[config.mk]
export PLATFORM = sky130hd
export DESIGN_NAME = clause_bank
export DESIGN_NICKNAME = d
export VERILOG_FILES = /design/src/rtl/clause_bank.sv
export SDC_FILE = /design/constraint.sdc
export NUM_CORES = 1
export LEC_CHECK = 0
export BUFFER_PORTS_ARGS = -buffer_cell sky130_fd_sc_hd__clkbuf_2
export CAP_MARGIN = 0
export CELL_PAD_IN_SITES_DETAIL_PLACEMENT = 1
export CELL_PAD_IN_SITES_GLOBAL_PLACEMENT = 1
export CORE_ASPECT_RATIO = 1.1
export CORE_MARGIN = 2
export CORE_UTILIZATION = 40
export DETAILED_ROUTE_END_ITERATION = 8
export GPL_TIMING_DRIVEN = 0
export HOLD_SLACK_MARGIN = 0.05
export PLACE_DENSITY = 0.7
export SLEW_MARGIN = 10
export SYNTH_ARGS = -nofsm -noshare
export SYNTH_HDL_FRONTEND = slang
export SYNTH_SLANG_ARGS = --single-unit
[constraint.sdc]
create_clock -name clk -period 9.7 [get_ports clk]
set_clock_uncertainty 0.2 [all_clocks]
set_input_delay 0.97 -clock clk [delete_from_list [all_inputs] [get_ports clk]]
set_output_delay 0.97 -clock clk [all_outputs]
set_load 0.05 [all_outputs]
[src/rtl/clause_bank.sv]
// Clause bank: holds clause slots and scans them one per cycle against the current variable
// assignment, reporting the first unit and first conflicting slot. Optional macro: SCAN_EARLY_EXIT_EN.
module clause_bank #(
    parameter int NUM_VARS    = 8,
    parameter int NUM_CLAUSES = 8,
    parameter int WIDTH_C_LEN = 4,
    parameter int WIDTH_IDX   = 3
) (
    input  logic                               clk,
    input  logic                               rst,
    input  logic [NUM_VARS*3-1:0]              var_value_i,
    input  logic [NUM_CLAUSES-1:0]             wr_i,
    input  logic [NUM_CLAUSES-1:0]             rd_i,
    input  logic [NUM_VARS*2-1:0]              clause_i,
    output logic [NUM_VARS*2-1:0]              clause_o,
    input  logic [WIDTH_C_LEN-1:0]             clause_len_i,
    output logic [WIDTH_C_LEN*NUM_CLAUSES-1:0] clause_len_o,
    input  logic                               start_i,
    output logic                               busy_o,
    output logic                               done_o,
    output logic                               conflict_o,
    output logic [WIDTH_IDX-1:0]               conflict_idx_o,
    output logic                               imp_valid_o,
    output logic [WIDTH_IDX-1:0]               imp_idx_o,
    output logic [NUM_VARS*2-1:0]              imp_lit_o,
    output logic                               all_c_sat_o,
    input  logic                               apply_impl_i,
    input  logic                               apply_bkt_i
);
    typedef enum logic [1:0] {IDLE, SCAN, DONE} state_t;
    typedef enum logic [1:0] {C_SAT, C_UNIT, C_CONFLICT, C_OPEN} cls_t;

    state_t                 state, state_nxt;
    logic [WIDTH_IDX-1:0]   idx;
    logic [NUM_VARS*2-1:0]  slots [NUM_CLAUSES];
    logic [WIDTH_C_LEN-1:0] lens  [NUM_CLAUSES];
    logic [NUM_CLAUSES-1:0] reason, reason_nxt, need_clear, need_clear_nxt;
    logic                   all_sat_acc;
    logic [NUM_VARS*2-1:0]  cur_clause, free_lit;
    logic                   any_true;
    logic [1:0]             free_cnt;
    cls_t                   cls;
    logic                   last_slot, scan_exit;
    logic                   unused_flag_bits;

    assign cur_clause = slots[idx];
    assign last_slot  = (idx == WIDTH_IDX'(NUM_CLAUSES - 1));

    // A literal is true when its code equals the variable's value code (01/01 or 10/10).
    always_comb begin
        // NOTE: every always_comb output gets a default first so no path leaves it unassigned (no latch).
        any_true = 1'b0;
        free_cnt = 2'd0;
        free_lit = '0;
        cls      = C_OPEN;
        for (int v = 0; v < NUM_VARS; v++) begin
            if (cur_clause[2*v +: 2] != 2'b00) begin
                if (var_value_i[3*v +: 2] == 2'b00) begin
                    if (free_cnt != 2'd2) free_cnt = free_cnt + 2'd1;
                    free_lit[2*v +: 2] = cur_clause[2*v +: 2];
                end else if (var_value_i[3*v +: 2] == cur_clause[2*v +: 2]) begin
                    any_true = 1'b1;
                end
            end
        end
        if (cur_clause == '0 || any_true) cls = C_SAT;
        else if (free_cnt == 2'd1)        cls = C_UNIT;
        else if (free_cnt == 2'd0)        cls = C_CONFLICT;
        else                              cls = C_OPEN;
    end

`ifdef SCAN_EARLY_EXIT_EN
    assign scan_exit = last_slot || (cls == C_CONFLICT);
`else
    assign scan_exit = last_slot;
`endif

    always_comb begin
        state_nxt = state;
        case (state)
            IDLE:    if (start_i) state_nxt = SCAN;
            SCAN:    if (scan_exit) state_nxt = DONE;
            DONE:    state_nxt = IDLE;
            default: state_nxt = IDLE;
        endcase
    end

    always_ff @(posedge clk or posedge rst) begin
        if (rst) begin
            state          <= IDLE;
            idx            <= '0;
            all_sat_acc    <= 1'b0;
            conflict_o     <= 1'b0;
            conflict_idx_o <= '0;
            imp_valid_o    <= 1'b0;
            imp_idx_o      <= '0;
            imp_lit_o      <= '0;
            all_c_sat_o    <= 1'b0;
        end else begin
            // NOTE: sequential state uses non-blocking assignments so every flop samples pre-edge values.
            state <= state_nxt;
            if (state == IDLE && start_i) begin
                idx            <= '0;
                all_sat_acc    <= 1'b1;
                conflict_o     <= 1'b0;
                conflict_idx_o <= '0;
                imp_valid_o    <= 1'b0;
                imp_idx_o      <= '0;
                imp_lit_o      <= '0;
                all_c_sat_o    <= 1'b0;
            end else if (state == SCAN) begin
                idx         <= idx + 1'b1;
                all_sat_acc <= all_sat_acc && (cls == C_SAT);
                if (cls == C_UNIT && !imp_valid_o) begin
                    imp_valid_o <= 1'b1;
                    imp_idx_o   <= idx;
                    imp_lit_o   <= free_lit;
                end
                if (cls == C_CONFLICT && !conflict_o) begin
                    conflict_o     <= 1'b1;
                    conflict_idx_o <= idx;
                end
                if (scan_exit) all_c_sat_o <= all_sat_acc && (cls == C_SAT);
            end
        end
    end

    // Backtrack clears flagged reasons before a same-cycle implication sets a new one.
    always_comb begin
        reason_nxt     = reason;
        need_clear_nxt = need_clear;
        if (state == IDLE) begin
            if (apply_bkt_i) begin
                reason_nxt     = reason & ~need_clear;
                need_clear_nxt = '0;
            end
            if (apply_impl_i && imp_valid_o) reason_nxt[imp_idx_o] = 1'b1;
            reason_nxt     = reason_nxt & ~wr_i;
            need_clear_nxt = need_clear_nxt & ~wr_i;
        end else if (state == SCAN && reason[idx]) begin
            if (cls == C_OPEN || cls == C_UNIT) need_clear_nxt[idx] = 1'b1;
            else if (cls == C_SAT)              need_clear_nxt[idx] = 1'b0;
        end
    end

    always_ff @(posedge clk or posedge rst) begin
        if (rst) begin
            // NOTE: the slot array is reset explicitly; a reset must leave every read at 0, so it lives in flops.
            for (int s = 0; s < NUM_CLAUSES; s++) begin
                slots[s] <= '0;
                lens[s]  <= '0;
            end
            reason     <= '0;
            need_clear <= '0;
        end else begin
            reason     <= reason_nxt;
            need_clear <= need_clear_nxt;
            if (state == IDLE) begin
                for (int s = 0; s < NUM_CLAUSES; s++) begin
                    if (wr_i[s]) begin
                        slots[s] <= clause_i;
                        lens[s]  <= clause_len_i;
                    end
                end
            end
        end
    end

    always_comb begin
        clause_o         = '0;
        clause_len_o     = '0;
        unused_flag_bits = 1'b0;
        for (int s = 0; s < NUM_CLAUSES; s++) begin
            if (rd_i[s]) clause_o = clause_o | slots[s];
            clause_len_o[s*WIDTH_C_LEN +: WIDTH_C_LEN] = reason[s] ? '0 : lens[s];
        end
        for (int v = 0; v < NUM_VARS; v++) unused_flag_bits = unused_flag_bits ^ var_value_i[3*v+2];
    end

    assign busy_o = (state != IDLE);
    assign done_o = (state == DONE);

endmodule

### Yosys cells after proc, flatten, opt, wreduce, memory -nomap -nowiden

Index checks and enable logic that the tools add are counted.

| word-level totals | value |
|---|---|
| flip-flop bits (word level) | 207 |
| input port bits | 65 |
| output and inout bits | 75 |
| logic and storage cells | 259 |

| cells by class | value |
|---|---|
| add/subtract/negate cells | 8 |
| order comparisons | 5 |
| equal/unequal tests | 24 |
| muxes and demuxes | 126 |
| bitwise gates (word level) | 17 |
| reduce and logical (&&, ||, !) cells | 52 |

Operators by type and width:

| operator | number |
|---|---|
| 2-to-1 mux 16 bit | 13 |
| OR 16 bit | 7 |
| 2-to-1 mux 2 bit | 41 |
| 2-to-1 mux 8 bit | 10 |
| binary-select mux 16 bit (select 3 bit) | 1 |
| 2-to-1 mux 1 bit | 41 |
| AND 8 bit | 4 |
| 2-to-1 mux 4 bit | 8 |
| nonzero test 2 bit | 14 |
| AND reduction 2 bit | 13 |
| 2-to-1 mux 3 bit | 8 |
| NOT 8 bit | 3 |
| logical NOT 2 bit | 11 |
| inequality test 2 bit, second input constant | 9 |
| equality test 2 bit | 8 |
| logical NOT 16 bit | 1 |
| OR 8 bit | 2 |
| adder 2 x 1 -> 2 bit, second input constant | 7 |
| logical AND 1 bit | 8 |
| less-than comparator 3 x 4 -> 1 bit, second input constant | 2 |
| demux 1 bit (select 3 bit) | 2 |
| equality test 2 x 1 -> 1 bit, second input constant | 3 |
| equality test 2 bit, second input constant | 3 |
| >= comparator 3 x 1 -> 1 bit, second input constant | 2 |
| 9 further kinds | 11 |

### Longest topological paths before layout

| logic depth | value |
|---|---|
| depth after elaboration | 43 |
| gate-level depth with buffers | 33 |
| mapped depth without buffers | 30 |

### Worst setup path before layout

No wires, ideal clock.

| timing | value |
|---|---|
| kind | register to register |
| start | reg idx[0] |
| end | reg (tool-made name) |
| arrival time | 6.206 ns |
| required time | 9.378 ns |
| slack | 3.173 ns |
| cell stages (with the launch flop) | 34 |
| clock period less this slack | 6.527 ns |
| cell sequence | dfrtp_1 > buf_6 > buf_6 > mux4_2 > mux2_2 > o21ai_1 > inv_1 > ha_1 > nand3_1 > o21a_1 > ha_1 > inv_1 > mux2i_1 > inv_1 > ha_1 > nand3b_1 > o21ai_0 > ha_1 > nand2_1 > and2_1 > ha_1 > nor2_1 > a31oi_1 > inv_1 > ha_1 > inv_1 > mux2_2 > a31o_2 > ha_1 > nor3_1 > a31oi_4 > and3_1 > buf_2 > a32o_1 |

RTL lines:

| item | line | text |
|---|---|---|
| start: declaration | 34 | `logic [WIDTH_IDX-1:0] idx;` |
| start signal: assignment | 112 | `idx <= idx + 1'b1;` |

==> results.md <==
- The final hold violation count is 0.
- The number of violations of the max-capacitance limit is 0.
- The via count is 8425.
- The clock net in this run drives a total of 207 sinks.
- Dividing the detail-routed via count by the number of cells gives 5.875.
- The utilization after layout is 47.40%.
- The synthesized design devotes to its leading area cell type 47.24% of total area.
- The mapped cell area is 10960 um^2.
- The arrival time reported for the critical path endpoint is 7.51 ns.
- The routed design has 35760 um of wire.
- The library cell occupying the most area in the post-synthesis netlist is sky130_fd_sc_hd__dfrtp_1.
- The number of hold buffers added after CTS was 0.
- The total power consumption of the routed design is 0.005349 W.
- Setup violations remaining at the end of the flow were counted as 0.
- For this design the ratio of total power to cell area is 418.6 nW/um^2.
- The number of H-tree branching levels is 1.
- The power share of the sequential group is 29.8%.
- The number of buffers inserted during clock tree synthesis is 23.
- Leaving out fill and tap cells, the most frequent cell in the layout is sky130_fd_sc_hd__dfrtp_1.
- Net switching is 45.42% of the power.
- The initial antenna violation count was 0.
- The worst hold-check slack is 0.2902 ns.
- For this design the static power due to leakage is 5.544 nW.
- The maximum fanout along the worst path is 10.
- The number of global-route vias before repair came to 9062.
- The worst hold path begins at all_sat_acc.
- The maximum number of pins on one net before global-route repair is 115.
- The number of nets still failing antenna checks after routing is 0.
- Summed over all nets, the switching power comes to 0.002430 W.
- The die covers 28750 um^2.
- The cell-internal power is 0.002919 W.
- The first-iteration detailed-routing DRC count is 686.
- The delay of the slowest cell on the worst path is 0.51 ns.
- The number of max-slew violations in the final report was 0.
- The flow ran to the end, and the final reports show no timing, DRC or antenna violations.
- In the layout the commonest cells are sky130_fd_sc_hd__dfrtp_1 (207), sky130_fd_sc_hd__mux2_2 (177), sky130_fd_sc_hd__clkbuf_2 (122).
- The combinational group share of total power is 54.3%.
- The weighted congestion at the end of routability-driven global placement is 0.8592.
- After detailed routing, the average wire length per cell comes to 24.94 um.
- The detailed placer's ending HPWL is 25000 um.
- The area overhead of the layout relative to synthesis is 16.55%.
- Clock-pin slew was measured on the worst setup and hold paths at 0.06 ns.
- The gate count after technology mapping is 914.
- After detailed routing, the number of remaining DRC violations is 0.
- When the netlist entered floorplanning its net count stood at 988.
- In this run, post-CTS repair resized a total of 0 instances.
- The leftover overflow at the end of global routing is 0.
- The buffer cell driving the clock tree root is sky130_fd_sc_hd__clkbuf_16.
- For this configuration, the core starts out at a cell density of 40.67%.
- The share of the clock period used by the worst path is 75.42%.
- The post-CTS setup buffer count is 0.
- By area the synthesized netlist is led by sky130_fd_sc_hd__dfrtp_1 (47%), sky130_fd_sc_hd__mux2_2 (18%), sky130_fd_sc_hd__a22oi_1 (4.6%), sky130_fd_sc_hd__mux4_2 (4.5%), sky130_fd_sc_hd__mux2i_1 (3.0%).
- The clock network is responsible for 15.9% of the overall power.
- The average cell area after synthesis is 12.00 um^2.
- The most used flip-flop cell after synthesis is sky130_fd_sc_hd__dfrtp_1.
- Static timing analysis puts the maximum clock frequency at 0.1367 GHz.
- The startpoint of the lowest-slack register-to-register path is idx[0].
- During placement, the flow inserted port buffers numbering 122.
- Together, buffers and inverters on the worst path number 8.
- The type of element launching the critical path is a register.
- Counting flops with a built-in enable in the synthesized netlist gives 0.
- The data required time at the worst endpoint is 9.89 ns.
- The final-stage net count is 1136.
- Headroom to the max-slew limit came out at 26.28%.
- The number of rows created at floorplan is 63.
- The repair_antennas step left the layout with diodes totalling 0.
- The global routing usage summed across all routing layers is 25.06%.
- The count of filler cells inserted in the layout is 2913.
- During synthesis, Yosys emitted a total of 0 warnings.
- The longest clock path from root to sink contains 3 buffers.
- Clock latency on the worst-skew pair, taken at its later pin, is 0.52 ns.
- IR analysis of the VDD net gives a maximum drop of 0.2000 mV.
- The most critical setup path has its startpoint at idx[0].
- For the pin with the worst max-slew slack, the measured transition is 1.106 ns.
- The clock period minus worst slack is 7.316 ns.
- Sequential cells were found to cover 47.24% of the synthesized design area.
- The cell area after layout is 12780 um^2.
- The most repeated library cell on the critical path is sky130_fd_sc_hd__ha_1.
- The setup path with the least slack is of type reg -> reg.
- Of the cells placed in the final design, the portion with a size suffix greater than 1 is 35.56%.
- The type of the tightest min-delay check is reg -> reg.
- Setup repair after global routing left no endpoint under its margin.
- The CTS tree is yes.
- The critical-path cell with the highest stage delay is sky130_fd_sc_hd__mux4_2.
- The category of the worst setup path capture point is a register.
- In the final timing run, aggregate negative setup slack is 0 ns.
- After synthesis, the share of flip-flops with an asynchronous set or reset is 100.0%.
- Synthesis inferred 207 register bits.
- After synthesis, the netlist uses 72 different library cells.
- In this run the cell area measured after placement is 12060 um^2.
- The first-pass GRT wire length is 54390 um.
- On the critical path the largest part of the delay comes from adder cells.
- The region available for standard cell placement spans 26960 um^2.
- The first detailed-routing pass took 6 iterations.
- The y dimension of the die is 177.6 um.
- The top-level port count is 140.
- The chip width is 161.9 um.
## synthesized netlist by cell type, drive strengths merged, types with 4 or more instances
cell    number
or2          4
o31ai       12
mux2       178
a21oi       17
xnor2        6
clkbuf      44
o31a         4
nor2b       36
dfrtp      207
o311a        4
mux2i       33
a32o         6
nand3b       8
nand2       58
and3         6
and2        16
mux4        22
inv         15
a22oi       67
nand3        8
a22o         4
ha           9
nor3b        4
o21ai       27
nand4       19
buf         16
nand2b       5
nor2        20
## through the flow
| step | setup slack (ns) | instances |
|---|---|---|
| after CTS | 2.359 | 1434 |
| after global routing | 1.948 | 1434 |
| after global placement | 0.3430 | 1393 |
| after floorplan | 2.878 | 914 |
| final | 2.384 | 1434 |
| after detailed placement | 2.398 | 1394 |
## sequential cells by signal (all words and copies together) (netlist names), named ones only
signal / flops
slots: 128
conflict_o: 1
idx: 3
all_sat_acc: 1
state: 2
imp_idx_o: 3
all_c_sat_o: 1
conflict_idx_o: 3
imp_lit_o: 16
lens: 32
imp_valid_o: 1
reason: 8
## worst min-delay path: stages (launching register included)
cell	delay, ns
sky130_fd_sc_hd__dfrtp_1	0.35
sky130_fd_sc_hd__nand2_1	0.05
sky130_fd_sc_hd__nand2_1	0.06
## routing by layer
layer  global-route usage (%)  share of wire, %  vias up
li1                         -                 -     3738
met5                        0                 0        -
met4                    9.403               3.3        0
met3                    3.599               5.3       70
met1                    33.12                43     4340
met2                    41.91                48      277
## cell families after synthesis
kind of cell / count (synthesis) / share of synthesized area [%]
flops: 207 / 47.24
fa+ha+maj: 9 / 1.027
xor+xnor: 7 / 0.5592
buf+inv: 75 / 2.956
mux: 233 / 25.81
compound gates: 177 / 12.01
simple gates: 206 / 10.40
## path summary, 6_finish.rpt
check,to,slack [ns],depth (start not counted)
setup reg to reg,register,2.38,33
setup / recovery,register,2.38,33
hold / removal,all_sat_acc,0.29,2
min in group asynchronous,lens[1],0.41,2
hold reg to reg,all_sat_acc,0.29,2
max in group asynchronous,slots[73],7.91,3
## layout make-up
cell class	instances	area [um^2]	share of cell area (%)
plain buffers	60	267.8	2.095
clock buffers	33	653.1	5.111
clock inverters	7	68.82	0.5385
inverters	15	63.81	0.4994
multi-input cells	632	5460	42.73
flip-flops and latches	207	5180	40.54
well taps	357	446.7	3.496
repair buffers	123	638.1	4.994
## power by group through the flow
stage                     Sequential, W  Clock (W)  Combinational, W
after floorplan                 0.00163          0           0.00205
after global placement          0.00158          0           0.00283
after detailed placement        0.00160          0           0.00290
after CTS                       0.00159   0.000866           0.00291
after global routing            0.00165   0.000897           0.00311
final                           0.00160   0.000850           0.00290
No activity file was read; power rests on OpenSTA's default activity.
